$ cat config.mk
export PLATFORM = sky130hd
export DESIGN_NAME = rf_wb_scheduler
export DESIGN_NICKNAME = d
export VERILOG_FILES = /design/src/rtl/rf_wb_scheduler.sv
export SDC_FILE = /design/constraint.sdc
export NUM_CORES = 1
export LEC_CHECK = 0
export ABC_CLOCK_PERIOD_IN_PS = 2490
export BUFFER_PORTS_ARGS = -buffer_cell sky130_fd_sc_hd__buf_4
export CELL_PAD_IN_SITES_DETAIL_PLACEMENT = 1
export CELL_PAD_IN_SITES_GLOBAL_PLACEMENT = 1
export CORE_AREA = 4 4 130 132
export CTS_BUF_LIST = sky130_fd_sc_hd__clkbuf_16
export CTS_CLUSTER_SIZE = 28
export DETAILED_ROUTE_END_ITERATION = 8
export DIE_AREA = 0 0 134 136
export GPL_ROUTABILITY_DRIVEN = 0
export PLACE_DENSITY = 0.88
export SLEW_MARGIN = 20
export SYNTH_ARGS = -nofsm -noshare
export SYNTH_HDL_FRONTEND = slang
export SYNTH_SLANG_ARGS = --single-unit
$ cat constraint.sdc
create_clock -name clk -period 2.49 [get_ports clk]
set_input_delay 0 -clock clk [delete_from_list [all_inputs] [get_ports clk]]
set_output_delay 0 -clock clk [all_outputs]
set_load 0.1 [all_outputs]
$ cat src/rtl/rf_wb_scheduler.sv
// Register-file write-port arbiter: ALU writeback has priority, long-unit results
// queue in a small FIFO and drain in free cycles; a scoreboard stalls hazardous issue.
module rf_wb_scheduler #(
  parameter int unsigned LU_DEPTH     = 2,
  parameter int unsigned STARVE_LIMIT = 4
) (
  input  logic        clk,
  input  logic        reset,
  input  logic        issue_valid,
  input  logic        issue_long,
  input  logic [4:0]  issue_rs1,
  input  logic [4:0]  issue_rs2,
  input  logic [4:0]  issue_rd,
  output logic        issue_stall,
  input  logic        alu_we,
  input  logic [4:0]  alu_rd,
  input  logic [31:0] alu_wd,
  input  logic        lu_valid,
  output logic        lu_ready,
  input  logic [4:0]  lu_rd,
  input  logic [31:0] lu_wd,
  output logic        alu_hold,
  output logic        rf_we,
  output logic [4:0]  rf_wa,
  output logic [31:0] rf_wd,
  output logic [31:0] pending
);

  localparam int unsigned PTR_W = (LU_DEPTH > 1) ? $clog2(LU_DEPTH) : 1;
  localparam int unsigned CNT_W = $clog2(LU_DEPTH + 1);
  localparam int unsigned STV_W = $clog2(STARVE_LIMIT + 1);

  logic [4:0]       r_fifo_rd [LU_DEPTH];
  logic [31:0]      r_fifo_wd [LU_DEPTH];
  logic [PTR_W-1:0] r_wptr;
  logic [PTR_W-1:0] r_rptr;
  logic [CNT_W-1:0] r_count;
  logic [31:0]      r_pending;
  logic [STV_W-1:0] r_starve;

  logic        w_empty;
  logic        w_full;
  logic        w_push;
  logic        w_pop;
  logic        w_sb_set;
  logic [4:0]  w_head_rd;
  logic [31:0] w_head_wd;
  logic [31:0] w_pend_nxt;

  assign w_empty   = (r_count == CNT_W'(0));
  assign w_full    = (r_count == CNT_W'(LU_DEPTH));
  assign w_head_rd = r_fifo_rd[r_rptr];
  assign w_head_wd = r_fifo_wd[r_rptr];
  assign w_push    = lu_valid && !w_full;

  assign lu_ready    = !w_full;
  assign pending     = r_pending;
  assign alu_hold    = (r_starve >= STV_W'(STARVE_LIMIT));
  assign issue_stall = issue_valid &&
                       (r_pending[issue_rs1] || r_pending[issue_rs2] || r_pending[issue_rd]);
  assign w_sb_set    = issue_valid && !issue_stall && issue_long && (issue_rd != 5'd0);

  // Write-port arbitration; x0 destinations are consumed without a regfile write.
  always_comb begin
    rf_we = 1'b0;
    rf_wa = 5'd0;
    rf_wd = 32'd0;
    w_pop = 1'b0;
    if (!reset) begin
      if (alu_we) begin
        rf_we = (alu_rd != 5'd0);
        rf_wa = alu_rd;
        rf_wd = alu_wd;
      end else if (!w_empty) begin
        rf_we = (w_head_rd != 5'd0);
        rf_wa = w_head_rd;
        rf_wd = w_head_wd;
        w_pop = 1'b1;
      end
    end
  end

  // Scoreboard update: a new long issue to the same register overrides the clear.
  always_comb begin
    w_pend_nxt = r_pending;
    if (w_pop) w_pend_nxt[w_head_rd] = 1'b0;
    if (w_sb_set) w_pend_nxt[issue_rd] = 1'b1;
    w_pend_nxt[0] = 1'b0;
  end

  always_ff @(posedge clk) begin
    if (w_push) begin
      r_fifo_rd[r_wptr] <= lu_rd;
      r_fifo_wd[r_wptr] <= lu_wd;
    end
  end

  always_ff @(posedge clk or posedge reset) begin
    if (reset) begin
      r_wptr    <= '0;
      r_rptr    <= '0;
      r_count   <= '0;
      r_pending <= '0;
      r_starve  <= '0;
    end else begin
      r_pending <= w_pend_nxt;
      if (w_push) r_wptr <= r_wptr + PTR_W'(1);
      if (w_pop)  r_rptr <= r_rptr + PTR_W'(1);
      case ({w_push, w_pop})
        2'b10:   r_count <= r_count + CNT_W'(1);
        2'b01:   r_count <= r_count - CNT_W'(1);
        default: r_count <= r_count;
      endcase
      // Count consecutive cycles the queued head loses the port to the ALU.
      if (w_empty || w_pop)
        r_starve <= '0;
      else if (alu_we && (r_starve != STV_W'(STARVE_LIMIT)))
        r_starve <= r_starve + STV_W'(1);
    end
  end

endmodule

Word level (Yosys, flattened, before mapping)
Memories as Yosys holds them, arrays and structs flattened.
Cells that the tools add are included.
W data, S select, Z words.

word-level totals
  word-level logic and storage cells = 74
  input bits = 95
  RAM bits = 74
  flip-flop bits (word level) = 38
  memories = 2
  output and inout bits = 73

cells by class
  bitwise operators = 3
  reductions and logical operators = 19
  eq/ne operators = 4
  multiplexer cells = 29
  $lt $le $gt $ge = 7
  $add $sub $neg = 5

memories
  memory     words  width  rd ports  clocked after memory_dff  write ports  RTL line  source
  r_fifo_wd  2      32     1         0                         1            34        logic [31:0] r_fifo_wd [LU_DEPTH];
  r_fifo_rd  2      5      1         0                         1            33        logic [4:0] r_fifo_rd [LU_DEPTH];

operator list
  kind                   number
  $mux W32               5
  $and A32 B32 Y32       1
  $not A32 Y32           1
  $or A32 B32 Y32        1
  $lt A5 B6 Y1 const B   4
  $bmux W1 S5            3
  $mux W5                3
  $reduce_bool A5 Y1     3
  $mux W1                13
  $demux W1 S5           2
  $ge A5 B1 Y1 const B   2
  $logic_and A1 B1 Y1    8
  $mux W3                2
  $eq A2 B2 Y1 const B   2
  $pmux W2 S2            1
  $reduce_bool A2 Y1     2
  $add A3 B1 Y3 const B  1
  $ge A3 B3 Y1 const B   1
  $logic_or A1 B1 Y1     3
  $ne A3 B3 Y1 const B   1
  $add A1 B1 Y1 const B  2
  $add A2 B1 Y2 const B  1
  $eq A2 B1 Y1 const B   1
  $logic_not A1 Y1       2
  2 further kinds        2

Logic depth before layout (Yosys ltp)
Gate-level depths: netlist of the first run.

  word-level depth = 10
  mapped depth = 9
  gate-level depth less buffers = 7

Worst setup path before layout of the first run
No wires, ideal clock.

  kind = reg2out
  start point = reg r_rptr
  end point = out rf_wd[12]
  stages on the path, launching flop included = 6
  data arrival time = 3.869 ns
  path buffers = 3
  path slack = -1.379 ns
  path through = dfrtp_1 > clkbuf_1 > clkbuf_1 > buf_1 > mux2i_1 > o21ai_0

between the ends
  word-level cells in the longest chain between the ends = 4

RTL lines
  item                    RTL line  source
  start, declared         36        logic [PTR_W-1:0] r_rptr;
  start signal, assigned  108       if (w_pop) r_rptr <= r_rptr + PTR_W'(1);
  $mem_v2 Z2 W32          -
  $mux W32                74        end else if (!w_empty) begin
  $mux W32                70        if (alu_we) begin
  $mux W32                69        if (!reset) begin
  end, declared           25        output logic [31:0] rf_wd,

No other way between the ends.

Worst setup path in the final report of the first run
  start point = reg r_pending[23] (netlist: pending[23])
  end point = reg r_pending[20] (netlist: pending[20])

between the ends
  word-level cells in the longest chain between the ends = 10
  elaborated cells on any way between the ends = 14
  classes of those cells = 7 x mux; 7 x reduce/logical

RTL lines
  item                                RTL line  source
  start, declared                     38        logic [31:0] r_pending;
  start signal, assigned              106       r_pending <= w_pend_nxt;
  $bmux W1 S5                         60        (r_pending[issue_rs1] || r_pending[issue_rs2] || r_pending[issue_rd]);
  $mux W1 (not written as such)       60
  $logic_or A1 B1 Y1                  60
  $logic_or A1 B1 Y1 *                60
  $logic_and A1 B1 Y1 *               59        assign issue_stall = issue_valid &&
  $logic_not A1 Y1 *                  61        assign w_sb_set = issue_valid && !issue_stall && issue_long && (issue_rd != 5'd0);
  $logic_and A1 B1 Y1 * (3 in a row)  61
  $mux W32 *                          87        if (w_sb_set) w_pend_nxt[issue_rd] = 1'b1;
  via w_pend_nxt[20]                  48        logic [31:0] w_pend_nxt;

Mark *: on every way through the listed nets, which the timed path passes. The rest lies on a longest branch. The select of a mux whose other input is x is not followed.
A chain may end at the register's enable or synchronous reset.

==> results of run 1 <==
==> area by class of cell <==
type	count	area (um^2)	share of cell area
inverter	8	30.0	0.00346
timing repair buffer	227	1880	0.216
antenna	2	5.00	0.000576
sequential	112	3210	0.370
multi-input combinational	338	3000	0.346
clock inverter	7	58.8	0.00677
tap	216	270	0.0311
clock buffer	9	225	0.0259
==> cells in the mapped netlist (all sizes together) (2+ instances only) <==
library cell   n
nor2b         12
a2111oi        2
o22ai          2
and2           2
or3            3
nor3           3
nor2          15
a211oi         3
xor2           2
o2bb2ai        2
a221oi         2
o21ai         73
mux4          10
dfrtp         38
nor4           2
nand2b         8
nand3b         2
a21oi          3
o31ai         24
and3           2
o41ai          7
buf           12
nand4b         2
nand4          2
o32ai          2
mux2i         51
mux2          12
xnor2          5
clkbuf        21
edfxtp        74
inv            8
a32o           4
nand2         62
ha             3
==> worst max-delay path, stage by stage (launching register included) <==
cell	delay [ps]
sky130_fd_sc_hd__dfrtp_4	500
sky130_fd_sc_hd__mux4_2	490
sky130_fd_sc_hd__and3b_1	180
sky130_fd_sc_hd__o31a_1	250
sky130_fd_sc_hd__nor4_2	140
sky130_fd_sc_hd__nand4_1	220
sky130_fd_sc_hd__buf_12	200
sky130_fd_sc_hd__buf_4	200
sky130_fd_sc_hd__o41ai_4	350
==> sequential cells by signal (all words and copies together) (netlist names) <==
| signal | count |
|---|---|
| r_fifo_wd | 64 |
| pending | 31 |
| r_fifo_rd | 10 |
| r_starve | 3 |
| r_count | 2 |
| r_rptr | 1 |
| r_wptr | 1 |
==> through the flow <==
| stage | hold slack, ps | TNS [ps] |
|---|---|---|
| global route | 98.3 | -3990 |
| global placement | 151 | 0 |
| floorplan | 98.9 | -849 |
| detailed placement | 172 | -18.1 |
| CTS | 79.7 | -2730 |
| finish | 101 | -1320 |
==> power by group <==
part	internal, uW	total [uW]	switching, uW
logic	1360	4760	3400
clock network	700	1420	722
registers	2510	2950	438
total	4580	9140	4560
==> worst max path at each step <==
stage | cells past startpoint | end | start | slack, ps
floorplan | 5 | rf_wd[12] | r_rptr | -630
global placement | 7 | pending[8] | pending[23] | 60
detailed placement | 7 | pending[8] | pending[23] | -20
CTS | 8 | issue_stall | pending[23] | -180
global route | 8 | pending[20] | pending[23] | -250
finish | 8 | pending[20] | pending[23] | -160
==> metal layers <==
metal  vias to the layer above  wire [um]  part of all wire
met4                         0        728             0.031
met5                         -          0                 0
met1                      2616       8460              0.36
li1                       2278          -                 -
met2                       237      12700              0.54
met3                        50       1560             0.067
==> repair_timing <==
action / 4_1_cts / 5_1_grt
pin swaps: 6 / 5
gates resized for setup: 5 / 35
setup buffers: 3 / 3
hold buffers: 38 / 0
gates cloned: 1 / 1
endpoints found under the setup margin: 2 / 32
hold endpoints to repair: 112 / 0
==> logic make-up (layout without fill, tap and decap cells) <==
family	after synthesis	after routing	synth area share
AO/OA/AOI/OAI	133	133	0.153
XOR/XNOR	7	7	0.0106
adder cells (fa/ha/maj)	3	3	0.00651
buffers and inverters	41	251	0.0286
flip-flops	112	112	0.550
multiplexers	73	73	0.151
other	1	3	0.000650
AND/OR/NAND/NOR	121	121	0.100
==> metrics.yaml, run 1 <==
worst_slew_pin_slew_ps: 809
syn_area_um2: 5770
failing_checks: "negative setup slack"
start_point_of_the_worst_min_delay_path: "lu_valid"
report.final.slew_viol_count: 0
postLayoutCoreUtil: 0.553
grt_use_met3: 0.0577
timing.clock.skew_ps: 13.8
final_total_pwr_uw: 9140
synth_area_leader_cell: "sky130_fd_sc_hd__edfxtp_1"
initial_utilization: 0.367
layout_min_cycle_time_ps: 2650
die_area_um2: 18200
grt_first_pass_wirelength_um: 34600
wl_um: 23400
cts_buffer_depth: 2
fill_cells: 1598
floorplan.die.width_um: 134
dpl_cell_area_um2: 7710
place_hpwl_um: 15000
yosys_register_bits: 112
placeableCoreArea_um2: 15700
worst_ir_drop_vdd_v: 0.000617
grt_overflow: 0
drtIter0Drc: 282
worst-setup-path-type: "reg2reg"
synth_async_sr_flop_share: 0.339
outcome: "finished, violations left"
stdcell_count: 919
cellPowerDensity_nw_per_um2: 1050
postSynthNetCount: 589
min_delay_endpoint: "r_wptr"
io_pins: 168
route.detailed.wl_per_inst_um: 25.5
port_buffers: 166
drive_above_1_share: 0.454
die_h_um: 136
via_per_inst: 5.64
final_critical_path_setup_slack_ps: -157
crit-reg2reg-launch: "pending[23]"
finish.net_count: 794
slew_headroom: 0.458
worst_hold_path_type: "in2reg"
clk_pin_slew_ps: 90
cts_max_level: 3
most_common_library_cell_in_the_layout_ignoring_fill_and_taps: "sky130_fd_sc_hd__buf_4"
whs_path_depth: 3
finish.instance_area_um2: 8680
cts-root-buf: "sky130_fd_sc_hd__clkbuf_16"
grt_antenna_before_repair: 1
syn_to_final_growth_pct: 50.5
start_kind: "flop"
required_ps: 2720
gr-usage-met2: 0.479
placementRows: 46
fmaxAchievable_ghz: 0.378
number_of_global_route_vias_before_repair: 5839
clk-insertion-delay-late_ps: 350
yosys_most_used_dff: "sky130_fd_sc_hd__edfxtp_1"
synth-seq-area-share: 0.550
maximum_number_of_pins_on_one_net_before_global_route_repair: 39
post_synth.cell_area_avg_um2: 11.8
synth_edf_count: 74
r2r-end: "pending[20]"
critPathArrivalTime_ps: 2880
final_cell_mix: "183 x sky130_fd_sc_hd__buf_4, 74 x sky130_fd_sc_hd__edfxtp_1, 62 x sky130_fd_sc_hd__nand2_1"
synth.yosys.warnings: 0
post-synth-top-area-fraction: 0.385
worst-r2r-setup-slack_ps: -160
synth.distinct_cells: 56
grt-busiest-layer: "met2"
ant_nets: 0
synthesis.instances: 491
max_cap_viol_count: 0
rsz_0062_raised_after_global_routing: "yes"
worst_r2r_path_depth: 8
cts-buffers-inserted: 9
clock_tree_from_tritoncts: "done"
timing_hold_violations_final: 0
synth_area_leaders: "sky130_fd_sc_hd__edfxtp_1 39%, sky130_fd_sc_hd__dfrtp_1 16%, sky130_fd_sc_hd__mux2i_1 8.8%"
leakagePower_uw: 0.00350
crit_path_max_fanout: 10
setup.worst_path.end_class: "flop"
setup-violations-final: 25
cts.sinks: 112
drc: 0
ratio_of_final_minimum_period_to_clock_period: 1.06
grtUsageMet1: 0.269
post-place-ws_ps: -18.1
global_route.usage.total: 0.247
firstDrtPassIters: 4
dp.cells: 856
routed_via_count: 5181
Power figures use the tool's default switching activity.
==> inputs of run 2 (changes only) <==
==> config.mk (replaced) <==
export PLATFORM = sky130hd
export DESIGN_NAME = rf_wb_scheduler
export DESIGN_NICKNAME = d
export VERILOG_FILES = /design/src/rtl/rf_wb_scheduler.sv
export SDC_FILE = /design/constraint.sdc
export NUM_CORES = 1
export LEC_CHECK = 0
export ABC_CLOCK_PERIOD_IN_PS = 2700
export BUFFER_PORTS_ARGS = -buffer_cell sky130_fd_sc_hd__buf_4
export CELL_PAD_IN_SITES_DETAIL_PLACEMENT = 1
export CELL_PAD_IN_SITES_GLOBAL_PLACEMENT = 1
export CORE_AREA = 2 2 122 124
export CTS_BUF_LIST = sky130_fd_sc_hd__clkbuf_16
export CTS_CLUSTER_SIZE = 28
export DETAILED_ROUTE_END_ITERATION = 8
export DIE_AREA = 0 0 124 126
export GPL_ROUTABILITY_DRIVEN = 0
export PLACE_DENSITY = 0.91
export SLEW_MARGIN = 20
export SYNTH_ARGS = -nofsm -noshare
export SYNTH_HDL_FRONTEND = slang
export SYNTH_SLANG_ARGS = --single-unit
==> constraint.sdc (replaced) <==
create_clock -name clk -period 2.7 [get_ports clk]
set_input_delay 0 -clock clk [delete_from_list [all_inputs] [get_ports clk]]
set_output_delay 0 -clock clk [all_outputs]
set_load 0.1 [all_outputs]
==> metrics.yaml, run 2 (same netlist as run 1, synthesis figures left out) <==
ratio_of_final_minimum_period_to_clock_period: 0.975
via_per_inst: 5.96
most_common_library_cell_in_the_layout_ignoring_fill_and_taps: "sky130_fd_sc_hd__buf_4"
clock_tree_from_tritoncts: "done"
worst-r2r-setup-slack_ps: 70
layout_min_cycle_time_ps: 2630
worst-setup-path-type: "reg2reg"
route.detailed.wl_per_inst_um: 25.5
syn_to_final_growth_pct: 40.9
drtIter0Drc: 357
placementRows: 44
largest_reg_flops: 64
die_h_um: 126
max_cap_viol_count: 0
grt-busiest-layer: "met2"
report.final.slew_viol_count: 0
fill_cells: 1495
worst_ir_drop_vdd_v: 0.000487
wl_um: 22300
cellPowerDensity_nw_per_um2: 1010
stdcell_count: 875
finish.net_count: 784
final_cell_mix: "175 x sky130_fd_sc_hd__buf_4, 74 x sky130_fd_sc_hd__edfxtp_1, 62 x sky130_fd_sc_hd__nand2_1"
cts_buffer_depth: 2
slowest_stage_cell_on_the_critical_path: "sky130_fd_sc_hd__o41ai_1"
start_kind: "flop"
rsz_0062_raised_after_global_routing: "no"
grtUsageMet1: 0.336
diodes: 0
cts_max_level: 3
leakagePower_uw: 0.00342
cts-root-buf: "sky130_fd_sc_hd__clkbuf_16"
multi_input_area_um2: 2590
worstPathCellList: "mux4_2 > and3b_1 > o31a_1 > nor4_2 > nand4_1 > buf_12 > o41ai_1"
firstDrtPassIters: 5
setup.worst_path.end_class: "flop"
required_ps: 2880
io_pins: 168
slew_headroom: 0.376
grt_overflow: 0
fmaxAchievable_ghz: 0.380
worst_hold_path_type: "in2reg"
maximum_number_of_pins_on_one_net_before_global_route_repair: 41
fin_setup_tns_ps: 0
timing.clock.skew_ps: 14.3
setup-violations-final: 0
floorplan.die.width_um: 124
drive_above_1_share: 0.366
finish.instance_area_um2: 8130
cts.sinks: 112
worst_slew_pin_slew_ps: 935
dpl_cell_area_um2: 7310
port_buffers: 166
grt_first_pass_wirelength_um: 33700
gr-usage-met2: 0.520
largest-register: "r_fifo_wd"
grt_antenna_before_repair: 0
cts-buffers-inserted: 9
initial_utilization: 0.403
dp.cells: 816
routed_via_count: 5215
crit_path_max_fanout: 4
placeableCoreArea_um2: 14300
drc: 0
place_hpwl_um: 14000
number_of_global_route_vias_before_repair: 5735
critical_path.max_stage_delay_ps: 530
global_route.usage.total: 0.288
die_area_um2: 15600
final-seq-area_um2: 3180
ant_nets: 0
clk_pin_slew_ps: 70
timing_hold_violations_final: 0
outcome: "finished clean"
clk-insertion-delay-late_ps: 350
critPathArrivalTime_ps: 2810
grt_use_met3: 0.0616
-- run 2: changes by cell type in the layout (fill, tap and decap cells not counted), sizes merged, moves of 2 or more --
| cell | before | now |
|---|---|---|
| clkinv | 0 | 2 |
| diode | 2 | 0 |
| inv | 13 | 10 |
| buf | 188 | 178 |
| bufinv | 0 | 2 |
-- run 2: final timing paths --
path / from / endpoint / depth (start not counted)
max: pending[23] / pending[8] / 7
min: lu_valid / r_wptr / 3
max reg2reg: pending[23] / pending[8] / 7
min reg2reg: r_count[1] / r_count[1] / 1
max in group asynchronous: reset / pending[15] / 4
min in group asynchronous: reset / r_starve[2] / 3
-- run 2: critical path: cells and delay by family (launching register included) --
kind	cells	cell delay, ps
compound gates	2	780
simple gates	3	570
mux	1	490
flops	1	430
buf+inv	1	200
-- run 2: repair_timing --
action | 4_1_cts | 5_1_grt
hold buffers | 38 | 0
hold endpoints to repair | 97 | 0
cloned | 1 | 0
pin swaps | 2 | 2
endpoints found under the setup margin | 1 | 26
gates resized for setup | 1 | 9
setup buffers | 2 | 2
-- run 2: report_power, final --
part	internal, uW	switching [uW]
clock network	817	652
logic	1100	2920
registers	2300	394
-- run 2: layout make-up --
type / count / area share
Clock inverter: 7 / 0.0117
Sequential cell: 112 / 0.391
Timing Repair Buffer: 217 / 0.219
Inverter: 8 / 0.00369
Clock buffer: 9 / 0.0277
Multi-Input combinational cell: 338 / 0.319
Tap cell: 184 / 0.0283
-- run 2: stage by stage --
step	total power (uW)	utilization	setup WS (ps)	hold WS [ps]
finish	8190	0.568	68.6	110
floorplan	5470	-	-420	98.9
global placement	6330	0.511	281	186
detailed placement	6470	0.511	147	188
CTS	8040	0.563	0.335	98.2
global route	8440	0.568	19.6	131
-- run 2: per-layer routing --
metal	wire [um]	share of wire
met5	0	0
met4	646	0.029
met3	1720	0.077
met2	11900	0.53
met1	8080	0.36
==> inputs of run 3 (changes only) <==
--- a/config.mk
+++ b/config.mk
@@ -7,6 +7,7 @@
 export LEC_CHECK = 0
 export ABC_CLOCK_PERIOD_IN_PS = 2700
 export BUFFER_PORTS_ARGS = -buffer_cell sky130_fd_sc_hd__buf_4
+export CAP_MARGIN = 20
 export CELL_PAD_IN_SITES_DETAIL_PLACEMENT = 1
 export CELL_PAD_IN_SITES_GLOBAL_PLACEMENT = 1
 export CORE_AREA = 2 2 122 124
@@ -15,7 +16,7 @@
 export DETAILED_ROUTE_END_ITERATION = 8
 export DIE_AREA = 0 0 124 126
 export GPL_ROUTABILITY_DRIVEN = 0
-export PLACE_DENSITY = 0.91
+export PLACE_DENSITY = 0.81
 export SLEW_MARGIN = 20
 export SYNTH_ARGS = -nofsm -noshare
 export SYNTH_HDL_FRONTEND = slang
==> metrics.yaml, run 3 (same netlist as run 1, synthesis figures left out) <==
outcome: "finished clean"
final_cell_mix: "184 x sky130_fd_sc_hd__buf_4, 74 x sky130_fd_sc_hd__edfxtp_1, 62 x sky130_fd_sc_hd__nand2_1"
largest_reg_flops: 64
final_total_pwr_uw: 8010
route.detailed.wl_per_inst_um: 22.4
report.final.slew_viol_count: 0
cts-root-buf: "sky130_fd_sc_hd__clkbuf_16"
worst_hold_path_type: "in2reg"
routed_via_count: 5096
io_pins: 168
via_per_inst: 5.77
max_cap_viol_count: 0
ratio_of_final_minimum_period_to_clock_period: 0.965
fin_setup_tns_ps: 0
finish.net_count: 793
drc: 0
required_ps: 2940
port_buffers: 166
die_area_um2: 15600
timing_hold_violations_final: 0
critical_path.max_stage_delay_ps: 470
floorplan.die.width_um: 124
drtIter0Drc: 266
dpl_cell_area_um2: 7340
syn_to_final_growth_pct: 41.9
cts_buffer_depth: 2
number_of_global_route_vias_before_repair: 5521
worst_r2r_path_depth: 8
placeableCoreArea_um2: 14300
cts_max_level: 3
cts-buffers-inserted: 9
whs_path_depth: 3
drive_above_1_share: 0.382
ant_nets: 0
worst_slew_pin_slew_ps: 535
cp.buffers_inverters: 2
firstDrtPassIters: 4
min_delay_endpoint: "r_wptr"
most_common_library_cell_in_the_layout_ignoring_fill_and_taps: "sky130_fd_sc_hd__buf_4"
wl_um: 19800
r2r-end: "pending[26]"
place_hpwl_um: 13600
maximum_number_of_pins_on_one_net_before_global_route_repair: 38
timing.critical_path.max_delay_family: "simple AND/OR/NAND/NOR gates"
layout_min_cycle_time_ps: 2600
setup-violations-final: 0
grt_antenna_before_repair: 0
die_h_um: 126
fmaxAchievable_ghz: 0.384
clk_pin_slew_ps: 70
cellPowerDensity_nw_per_um2: 979
leakagePower_uw: 0.00343
worstPathCellList: "mux4_2 > and3b_1 > o31a_1 > nor4_1 > nand4_1 > buf_4 > bufbuf_16 > o31ai_1"
start_kind: "flop"
largest-register: "r_fifo_wd"
grt_first_pass_wirelength_um: 30700
grt_overflow: 0
start_point_of_the_worst_min_delay_path: "lu_valid"
worst-setup-path-type: "reg2reg"
slew_headroom: 0.633
crit_path_max_fanout: 16
finalHoldWorstSlack_ps: 53.9
worst-r2r-setup-slack_ps: 100
clock_tree_from_tritoncts: "done"
slowest_stage_cell_on_the_critical_path: "sky130_fd_sc_hd__mux4_2"
worst_ir_drop_vdd_v: 0.000572
crit-reg2reg-launch: "pending[5]"
critPathArrivalTime_ps: 2840
global_route.usage.total: 0.259
placementRows: 44
diodes: 0
clk-insertion-delay-late_ps: 350
finish.instance_area_um2: 8190
initial_utilization: 0.403
cts.sinks: 112
timing.clock.skew_ps: 8.32
setup.worst_path.end_class: "flop"
-- run 3: changes by cell type in the layout (fill, tap and decap cells not counted), moves of 2 or more --
cell	before	now
sky130_fd_sc_hd__buf_4	175	184
sky130_fd_sc_hd__dfrtp_1	33	28
sky130_fd_sc_hd__dfrtp_2	5	10
sky130_fd_sc_hd__o41ai_1	2	0
sky130_fd_sc_hd__o41ai_2	3	7
sky130_fd_sc_hd__o41ai_4	2	0
-- run 3: final cells by class --
type	count	area, um^2
Tap cell	184	230
Inverter	8	30.0
Timing Repair Buffer	226	1860
Clock buffer	9	225
Clock inverter	6	62.6
Fill cell	1505	6130
Sequential cell	112	3190
Multi-Input combinational cell	338	2590
-- run 3: what timing repair did --
item	in CTS	in global routing
gates resized for setup	4	14
endpoints found under the setup margin	1	24
buffers inserted	3	3
pin swaps	2	1
hold buffers	38	0
gates cloned	1	0
hold endpoints to repair	98	0
-- run 3: tightest hold or removal path, stage by stage --
cell and delay (ps):
sky130_fd_sc_hd__buf_4 110, sky130_fd_sc_hd__nand2_1 170, sky130_fd_sc_hd__xnor2_1 90
-- run 3: worst max-delay path by stage --
stage                     start          end  slack [ps]  cells past startpoint
detailed placement  pending[23]   pending[8]         160                      7
floorplan                r_rptr    rf_wd[12]        -420                      5
global placement    pending[23]   pending[8]         310                      7
finish               pending[5]  pending[26]         100                      8
global route         pending[7]  pending[30]        -0.2                      8
CTS                 pending[14]  issue_stall          20                      8
-- run 3: metal layers --
layer / vias up / track usage / share of wire
li1: 2271 / - / -
met1: 2568 / 0.322 / 0.39
met2: 221 / 0.440 / 0.51
met3: 36 / 0.0584 / 0.071
met4: 0 / 0.0945 / 0.025
met5: - / 0 / 0
-- run 3: through the flow --
step                 util  setup WS [ps]  std cells
floorplan               -           -420        491
global placement    0.513            307        822
detailed placement  0.513            162        822
CTS                 0.565           19.3        879
global route        0.572         -0.169        883
finish              0.572           95.3        883
-- run 3: power breakdown --
part	internal [uW]	switching (uW)	total, uW
Clock	714	620	1330
Sequential	2300	326	2630
Combinational	1140	2910	4050
